$ cat config.mk
export PLATFORM = sky130hd
export DESIGN_NAME = gate_sweep_controller
export DESIGN_NICKNAME = d
export VERILOG_FILES = /design/src/rtl/gate_sweep_pkg.sv /design/src/rtl/gate_ref_model.sv /design/src/rtl/gate_sweep_controller.sv
export SDC_FILE = /design/constraint.sdc
export NUM_CORES = 1
export LEC_CHECK = 0
export CAP_MARGIN = 25
export CORE_AREA = 2 2 77 60
export CTS_BUF_LIST = sky130_fd_sc_hd__clkbuf_4 sky130_fd_sc_hd__clkbuf_8 sky130_fd_sc_hd__clkbuf_16
export CTS_CLUSTER_SIZE = 16
export DETAILED_ROUTE_END_ITERATION = 10
export DIE_AREA = 0 0 79 62
export HOLD_SLACK_MARGIN = 0.12
export SLEW_MARGIN = 5
export SYNTH_ARGS = -nofsm -noshare
export SYNTH_HDL_FRONTEND = slang
export SYNTH_SLANG_ARGS = --single-unit
export TNS_END_PERCENT = 30
$ cat constraint.sdc
create_clock -name clk -period 1.92 [get_ports clk]
set_clock_uncertainty 0.2 [all_clocks]
set_input_delay 0.384 -clock clk [delete_from_list [all_inputs] [get_ports clk]]
set_output_delay 0.384 -clock clk [all_outputs]
set_load 0.01 [all_outputs]
$ cat src/rtl/gate_sweep_pkg.sv
// Shared definitions for the gate sweep controller: FSM state encoding,
// vector-space size and the width of the expected gate output word.
package gate_sweep_pkg;

  localparam int NUM_VECTORS = 16;
  localparam int EXP_W       = 3;
  localparam int STATE_W     = 2;

  localparam logic [STATE_W-1:0] ST_IDLE   = 2'd0;
  localparam logic [STATE_W-1:0] ST_SETTLE = 2'd1;
  localparam logic [STATE_W-1:0] ST_CHECK  = 2'd2;
  localparam logic [STATE_W-1:0] ST_DONE   = 2'd3;

  // The error counter tops out at one mismatch per vector.
  localparam logic [4:0] ERR_SAT = 5'(NUM_VECTORS);

endpackage

$ cat src/rtl/gate_ref_model.sv
// Golden combinational model of the gate under test:
// e = a&b, f = c&d, g = a&b&c&d, where a is the MSB of the vector.
module gate_ref_model
  import gate_sweep_pkg::*;
#(
  parameter int NUM_IN = 4
) (
  input  logic [NUM_IN-1:0] vec_i,
  output logic [EXP_W-1:0]  expected_o
);

  logic andAb;
  logic andCd;

  // Form the two pair products and the four-input product from them.
  always_comb begin
    andAb      = vec_i[NUM_IN-1] & vec_i[NUM_IN-2];
    andCd      = vec_i[1] & vec_i[0];
    expected_o = {andAb, andCd, andAb & andCd};
  end

endmodule

$ cat src/rtl/gate_sweep_controller.sv
// Exhaustive gate tester: walks gate_in through every input vector in
// ascending order, waits SETTLE_CYCLES after each step, compares the captured
// gate outputs with the reference model and records the mismatch count and
// the first failing vector.
module gate_sweep_controller
  import gate_sweep_pkg::*;
#(
  parameter int SETTLE_CYCLES = 2,
  parameter int NUM_IN        = 4
) (
  input  logic              clk,
  input  logic              reset_n,
  input  logic              start,
  input  logic              abort,
  output logic [NUM_IN-1:0] gate_in,
  input  logic [EXP_W-1:0]  gate_out,
  output logic              busy,
  output logic              done,
  output logic              pass,
  output logic [4:0]        err_count,
  output logic              fail_valid,
  output logic [NUM_IN-1:0] first_fail_vec
);

  // With zero settle cycles the SETTLE state is skipped entirely so that
  // every vector costs exactly one CHECK cycle.
  localparam bit                SKIP_SETTLE = (SETTLE_CYCLES == 0);
  localparam logic [3:0]        SETTLE_LAST = (SETTLE_CYCLES > 0) ? 4'(SETTLE_CYCLES - 1) : 4'd0;
  localparam logic [NUM_IN-1:0] LAST_VEC    = '1;

  logic [STATE_W-1:0] state_q, state_d;
  logic [NUM_IN-1:0]  gate_in_q, gate_in_d;
  logic               busy_q, busy_d;
  logic               done_q, done_d;
  logic               pass_q, pass_d;
  logic [4:0]         err_count_q, err_count_d;
  logic               fail_valid_q, fail_valid_d;
  logic [NUM_IN-1:0]  first_fail_q, first_fail_d;
  logic [3:0]         settle_cnt_q, settle_cnt_d;

  logic [EXP_W-1:0]   expected;
  logic               mismatch;

  gate_ref_model #(
    .NUM_IN(NUM_IN)
  ) u_ref (
    .vec_i     (gate_in_q),
    .expected_o(expected)
  );

  assign mismatch = (gate_out != expected);

  // Next-state logic: sequencing of the sweep, vector stepping and result capture.
  always_comb begin
    state_d      = state_q;
    gate_in_d    = gate_in_q;
    busy_d       = busy_q;
    done_d       = 1'b0;
    pass_d       = pass_q;
    err_count_d  = err_count_q;
    fail_valid_d = fail_valid_q;
    first_fail_d = first_fail_q;
    settle_cnt_d = settle_cnt_q;

    case (state_q)
      ST_IDLE: begin
        if (start && !abort) begin
          err_count_d  = 5'd0;
          pass_d       = 1'b0;
          fail_valid_d = 1'b0;
          first_fail_d = '0;
          gate_in_d    = '0;
          busy_d       = 1'b1;
          settle_cnt_d = 4'd0;
          state_d      = SKIP_SETTLE ? ST_CHECK : ST_SETTLE;
        end
      end

      ST_SETTLE: begin
        if (abort) begin
          state_d      = ST_IDLE;
          busy_d       = 1'b0;
          pass_d       = 1'b0;
          settle_cnt_d = 4'd0;
        end else if (settle_cnt_q == SETTLE_LAST) begin
          settle_cnt_d = 4'd0;
          state_d      = ST_CHECK;
        end else begin
          settle_cnt_d = settle_cnt_q + 4'd1;
        end
      end

      ST_CHECK: begin
        if (abort) begin
          state_d      = ST_IDLE;
          busy_d       = 1'b0;
          pass_d       = 1'b0;
          settle_cnt_d = 4'd0;
        end else begin
          if (mismatch) begin
            if (err_count_q < ERR_SAT) begin
              err_count_d = err_count_q + 5'd1;
            end
            if (!fail_valid_q) begin
              fail_valid_d = 1'b1;
              first_fail_d = gate_in_q;
            end
          end
          if (gate_in_q == LAST_VEC) begin
            state_d = ST_DONE;
          end else begin
            gate_in_d = gate_in_q + 1'b1;
            state_d   = SKIP_SETTLE ? ST_CHECK : ST_SETTLE;
          end
        end
      end

      ST_DONE: begin
        done_d  = 1'b1;
        pass_d  = (err_count_q == 5'd0);
        busy_d  = 1'b0;
        state_d = ST_IDLE;
      end

      default: begin
        state_d = ST_IDLE;
        busy_d  = 1'b0;
      end
    endcase
  end

  // State and result registers; reset discards any sweep in progress.
  always_ff @(posedge clk or negedge reset_n) begin
    if (!reset_n) begin
      state_q      <= ST_IDLE;
      gate_in_q    <= '0;
      busy_q       <= 1'b0;
      done_q       <= 1'b0;
      pass_q       <= 1'b0;
      err_count_q  <= 5'd0;
      fail_valid_q <= 1'b0;
      first_fail_q <= '0;
      settle_cnt_q <= 4'd0;
    end else begin
      state_q      <= state_d;
      gate_in_q    <= gate_in_d;
      busy_q       <= busy_d;
      done_q       <= done_d;
      pass_q       <= pass_d;
      err_count_q  <= err_count_d;
      fail_valid_q <= fail_valid_d;
      first_fail_q <= first_fail_d;
      settle_cnt_q <= settle_cnt_d;
    end
  end

  assign gate_in        = gate_in_q;
  assign busy           = busy_q;
  assign done           = done_q;
  assign pass           = pass_q;
  assign err_count      = err_count_q;
  assign fail_valid     = fail_valid_q;
  assign first_fail_vec = first_fail_q;

endmodule
==> results of run 1 <==
==> what timing repair did <==
| item | in CTS | in global routing |
|---|---|---|
| pin swaps | 0 | 0 |
| setup buffers | 1 | 2 |
| endpoints found under the hold margin | 0 | 0 |
| resized for setup | 2 | 18 |
| endpoints found under the setup margin | 8 | 20 |
==> synth_stat cells, types with 4 or more instances <==
cell type	instances	area share (%)
dfrtp_1	23	41
inv_1	16	4.3
nor2_1	12	3.2
nand2_1	10	2.7
ha_1	9	8.0
nand3_1	8	2.8
o21ai_0	8	2.8
o211ai_1	5	2.7
a21oi_1	4	1.4
a221o_1	4	2.8
nor3_1	4	1.4
nor4_1	4	1.8
==> registers in the layout (all words and copies together), names as in the netlist <==
| signal | count |
|---|---|
| err_count | 5 |
| first_fail_vec | 4 |
| gate_in | 4 |
| settle_cnt_q | 4 |
| state_q | 2 |
| busy | 1 |
| done | 1 |
| fail_valid | 1 |
| pass | 1 |
==> critical path, delay by kind of cell, from the launching register on <==
family	cells	cell delay [ps]
AO/OA/AOI/OAI	2	500
adder cells (fa/ha/maj)	1	170
buffers and inverters	1	80
flip-flops	1	400
multiplexers	1	180
AND/OR/NAND/NOR	1	270
==> worst min-delay path by stage <==
stage	slack [ps]	endpoint	startpoint
finish	290	pass	reset_n
global route	310	done	reset_n
CTS	290	done	reset_n
detailed placement	310	busy	busy
global placement	300	settle_cnt_q[2]	settle_cnt_q[2]
floorplan	-110	busy	reset_n
==> layout by cell type (no fill, tap or decap), drive strengths merged, types with 3 or more instances in the layout <==
master	synthesis	layout
nand2	10	10
dfrtp	23	23
o21ai	8	8
clkdlybuf4s50	0	21
nor3	4	4
o211ai	5	5
inv	16	16
nand3	8	8
ha	9	9
a32o	3	3
mux2i	3	3
nor2	12	12
buf	3	28
nor4	4	4
a221o	4	4
a21oi	5	5
clkbuf	4	4
==> cell type report <==
class	count	area, um2
clock buffer	4	48.8
fill	396	2230
inverter	16	60.1
multi-input combinational	107	813
sequential	23	577
tap	57	71.3
timing repair buffer	51	453
==> power by group <==
group          switching [mW]  total (mW)  internal [mW]
clock                   0.151       0.313          0.162
combinational           0.576        1.20          0.621
sequential             0.0767       0.652          0.575
total                   0.804        2.16           1.36
==> cell families (layout without fill, tap and decap cells) <==
group | Yosys count | in the layout | share of synthesized area (%)
buf+inv | 23 | 71 | 6.57
compound gates | 43 | 43 | 23.1
mux | 3 | 3 | 2.40
simple gates | 49 | 49 | 17.3
flops | 23 | 23 | 40.8
fa+ha+maj | 9 | 9 | 7.99
xor+xnor | 3 | 3 | 1.86
==> metal layers <==
layer  global-route usage [%]  share of wire, %
met2                     25.2                48
met4                     3.94               1.1
met3                     2.46               3.0
met1                     19.8                48
met5                        0                 0
==> run_results.csv, run 1 <==
group,metric,value,unit
layout,fin_area,2020,um2
placement,hpwlAfterDp,2.65,mm
routing,drc,0,
die,core,4260,um2
job,cap_viol_max_count,0,
worst_hold_path,min-delay-path-class,"in -> async",
status,status,"finished, final reports clean",
worst_setup_path,arrival,1860,ps
die,ios,24,
routing,drt_iter0_markers,89,
synth,ys_seq_area_share,40.8,%
timing,finalHoldViolations,0,
routing,viasPerCell,5.12,
worst_setup_path,worstSetupPathType,"reg -> reg",
die,rows,21,
timing,max_freq,0.524,GHz
timing,post-route-period-util,99.3,%
placement,place_area,1880,um2
worst_setup_path,cp-end-kind,"flip-flop",
worst_setup_path,rr_worst_depth,6,
worst_setup_path,required,1870,ps
synth,dominantRegCellSynth,"dfrtp_1",
layout,drive_gt1_share,23.9,%
grt,track_usage,14.7,%
worst_setup_path,reg2reg_setup_slack,10,ps
worst_setup_path,cp_cell_sequence,"inv_2 > ha_4 > mux2i_4 > or2_4 > a221o_1 > a32o_1",
grt,antenna_found_initial,0,
timing,slew_viol_final,0,
timing,maxSlewHeadroom,79.1,%
routing,drtAntennaViolNets,0,
layout,num-nets-final,218,
worst_setup_path,cp_slowest_cell,"dfrtp_1",
worst_setup_path,worstPathMaxFanout,6,
grt,grt_max_degree,24,
synth,async_flop_share,100,%
cts,cts-root-buf,"clkbuf_8",
layout,diodes,0,
worst_setup_path,crit_path_max_incr_delay,400,ps
cts,cts_tree,"done",
cts,cts.sinks,23,
cts,cts-htree-levels,1,
power_and_ir_drop,power_leakage,0.885,nW
timing,post-route-min-period,1910,ps
worst_setup_path,startpoint,"state_q[1]",
placement,port_buffers,23,
routing,dr.pass1.iters,4,
placement,placed_cells,251,
worst_setup_path,worst_setup_path_start_kind,"flip-flop",
die,die_area,4900,um2
grt,grt_pass1_wl,5.62,mm
synth,avgSynthCellArea,9.22,um2
die,die_w,79,um
timing,rsz0062_at_grt,"true",
die,die_y,62,um
power_and_ir_drop,power,2.16,mW
placement,gp_congestion,0.826,
layout,area_delta_synth_final,43.5,%
cts,clockBufferDepth,2,
power_and_ir_drop,vdd_drop_max,0.447,mV
power_and_ir_drop,p_per_area,1070,nW/um2
routing,wl_per_cell,14.0,um
synth,netlist_area,1410,um2
timing,finalWorstSetupSlack,12.5,ps
routing,vias,1320,
timing,final-setup-viol-count,0,
die,start_util,33.1,%
timing,whs,287,ps
synth,syn_inst,153,
routing,drt_wl_total,3.62,mm
timing,worst_slew_pin_slew,313,ps
cts,numCtsBuffers,3,
layout,fin_util,47.5,%
synth,synth-seq-cells,23,
synth,ys_types,46,
grt,grt_pass1_vias,1254,
worst_setup_path,crit-reg2reg-launch,"state_q[1]",
placement,dp_slack,-264,ps
layout,final_cells,258,
cts,path_clk_slew,80,ps
synth,yosys_warnings,0,
cts,insertion_delay,260,ps
worst_setup_path,cp-endpoint,"err_count[1]",
synth,synth_edf_count,0,
grt,overflow,0,
timing,setup_tns,0,ps
cts,hold_buffers,0,
worst_setup_path,r2r_end,"err_count[1]",
synth,syn-num-nets,169,
Note: power is estimated with default switching activity, not from simulation.
==> run 2, diff against run 1 <==
Clock period 1.92 ns to 2 ns, I/O delays scaled along.
==> run_results.csv, run 2 (synthesis gave the netlist of run 1 again) <==
group,metric,value,unit
status,status,"finished, final reports clean",
die,ios,24,
routing,drt_iter0_markers,70,
cts,cts.sinks,23,
worst_setup_path,r2r_end,"err_count[1]",
die,die_area,4900,um2
cts,cts_tree,"done",
cts,clockBufferDepth,2,
worst_setup_path,cp-end-kind,"flip-flop",
worst_setup_path,worst_setup_path_start_kind,"flip-flop",
cts,postCtsSetupBuffers,0,
die,core,4260,um2
timing,maxSlewHeadroom,76.7,%
worst_setup_path,required,1960,ps
die,start_util,33.1,%
placement,gp_congestion,0.838,
timing,worst_slew_pin_slew,348,ps
layout,diodes,0,
placement,dp_slack,-226,ps
cts,numCtsBuffers,3,
layout,final_common_cell,"buf_4",
cts,cts-htree-levels,1,
worst_setup_path,crit-reg2reg-launch,"state_q[1]",
routing,wl_per_cell,13.4,um
placement,port_buffers,23,
grt,grt_pass1_wl,5.64,mm
grt,track_usage,14.7,%
power_and_ir_drop,power_leakage,0.831,nW
routing,drc,0,
layout,largest_reg_flops,5,
timing,rsz0062_at_grt,"true",
timing,finalWorstSetupSlack,64.0,ps
worst_setup_path,arrival,1900,ps
grt,grt_max_degree,24,
grt,overflow,0,
power_and_ir_drop,p_per_area,999,nW/um2
timing,whs,291,ps
cts,hold_buffers,0,
layout,fill_cells,413,
worst_setup_path,reg2reg_setup_slack,60,ps
timing,slew_viol_final,0,
routing,vias,1287,
layout,area_delta_synth_final,38.3,%
timing,post-route-period-util,96.8,%
die,die_y,62,um
cts,cts-root-buf,"clkbuf_8",
timing,post-route-min-period,1940,ps
grt,antenna_found_initial,0,
layout,drive_gt1_share,19.8,%
grt,grt_pass1_vias,1270,
cts,insertion_delay,260,ps
timing,max_freq,0.517,GHz
placement,place_area,1870,um2
routing,drt_wl_total,3.40,mm
cts,path_clk_slew,90,ps
timing,final-setup-viol-count,0,
power_and_ir_drop,vdd_drop_max,0.454,mV
worst_setup_path,worstPathMaxFanout,7,
worst_setup_path,worstSetupPathType,"reg -> reg",
routing,dr.pass1.iters,4,
layout,fin_area,1950,um2
routing,drtAntennaViolNets,0,
placement,hpwlAfterDp,2.62,mm
worst_hold_path,min-delay-path-class,"in -> async",
worst_setup_path,rr_worst_depth,6,
layout,num-nets-final,214,
job,cap_viol_max_count,0,
layout,fin_util,45.8,%
timing,finalHoldViolations,0,
routing,viasPerCell,5.07,
layout,final_cell_mix,"24 x buf_4, 23 x dfrtp_1, 23 x clkdlybuf4s50_1",
die,die_w,79,um
die,rows,21,
run 2: cell count changes in the layout (fill, tap and decap cells not counted), sizes merged:
cell,delta
clkbuf,-1
dlymetal6s2s,-2
clkinv,+1
clkdlybuf4s50,+2
buf,-4
run 2: repair_timing:
action                     CTS  global route
setup endpoints to repair    3            11
pin swaps                    0             1
gates resized for setup      2             5
run 2: worst max path at each step:
stage                                 end  slack [ps]  depth (start not counted)       start
after floorplan              err_count[0]         -60                          8  state_q[0]
after global placement       err_count[0]        -180                          5       start
after detailed placement     err_count[1]        -230                          5       start
after CTS                    err_count[1]          60                          6  state_q[1]
after global routing      settle_cnt_q[2]         -20                          6       abort
final                        err_count[1]          60                          6  state_q[1]
run 2: area by class of cell:
cell class,count,area [um2],share of cell area (%)
clock buffer,3,41.3,2.12
clock inverter,1,5.00,0.257
inverter,16,60.1,3.08
sequential,23,576,29.5
tap,57,71.3,3.66
timing repair buffer,47,410,21.0
multi-input combinational,107,787,40.3
run 2: per-layer routing:
layer,up-vias,global-route usage [%],wire length (um)
met5,-,0,0
met3,6,2.46,123
met2,28,25.8,1600
met4,0,4.93,53
li1,645,-,-
met1,608,19.1,1620
run 2: critical path, stage by stage, from the launching register on:
cell and delay [ps]:
dfrtp_1 390, inv_1 90, ha_2 200, mux2i_4 180, or2_4 280, a221o_1 290, a32o_1 210
run 2: power by group:
part           internal, mW  switching (mW)
combinational         0.526           0.508
clock                 0.139           0.150
sequential            0.552          0.0741
run 2: metrics by stage:
step                total power, mW  setup TNS [ps]  instances
finish                         1.95               0        254
global route                   2.11           -24.7        254
CTS                            1.95               0        254
detailed placement             1.65           -2140        250
global placement               1.61           -1840        250
floorplan                      1.23            -204        153
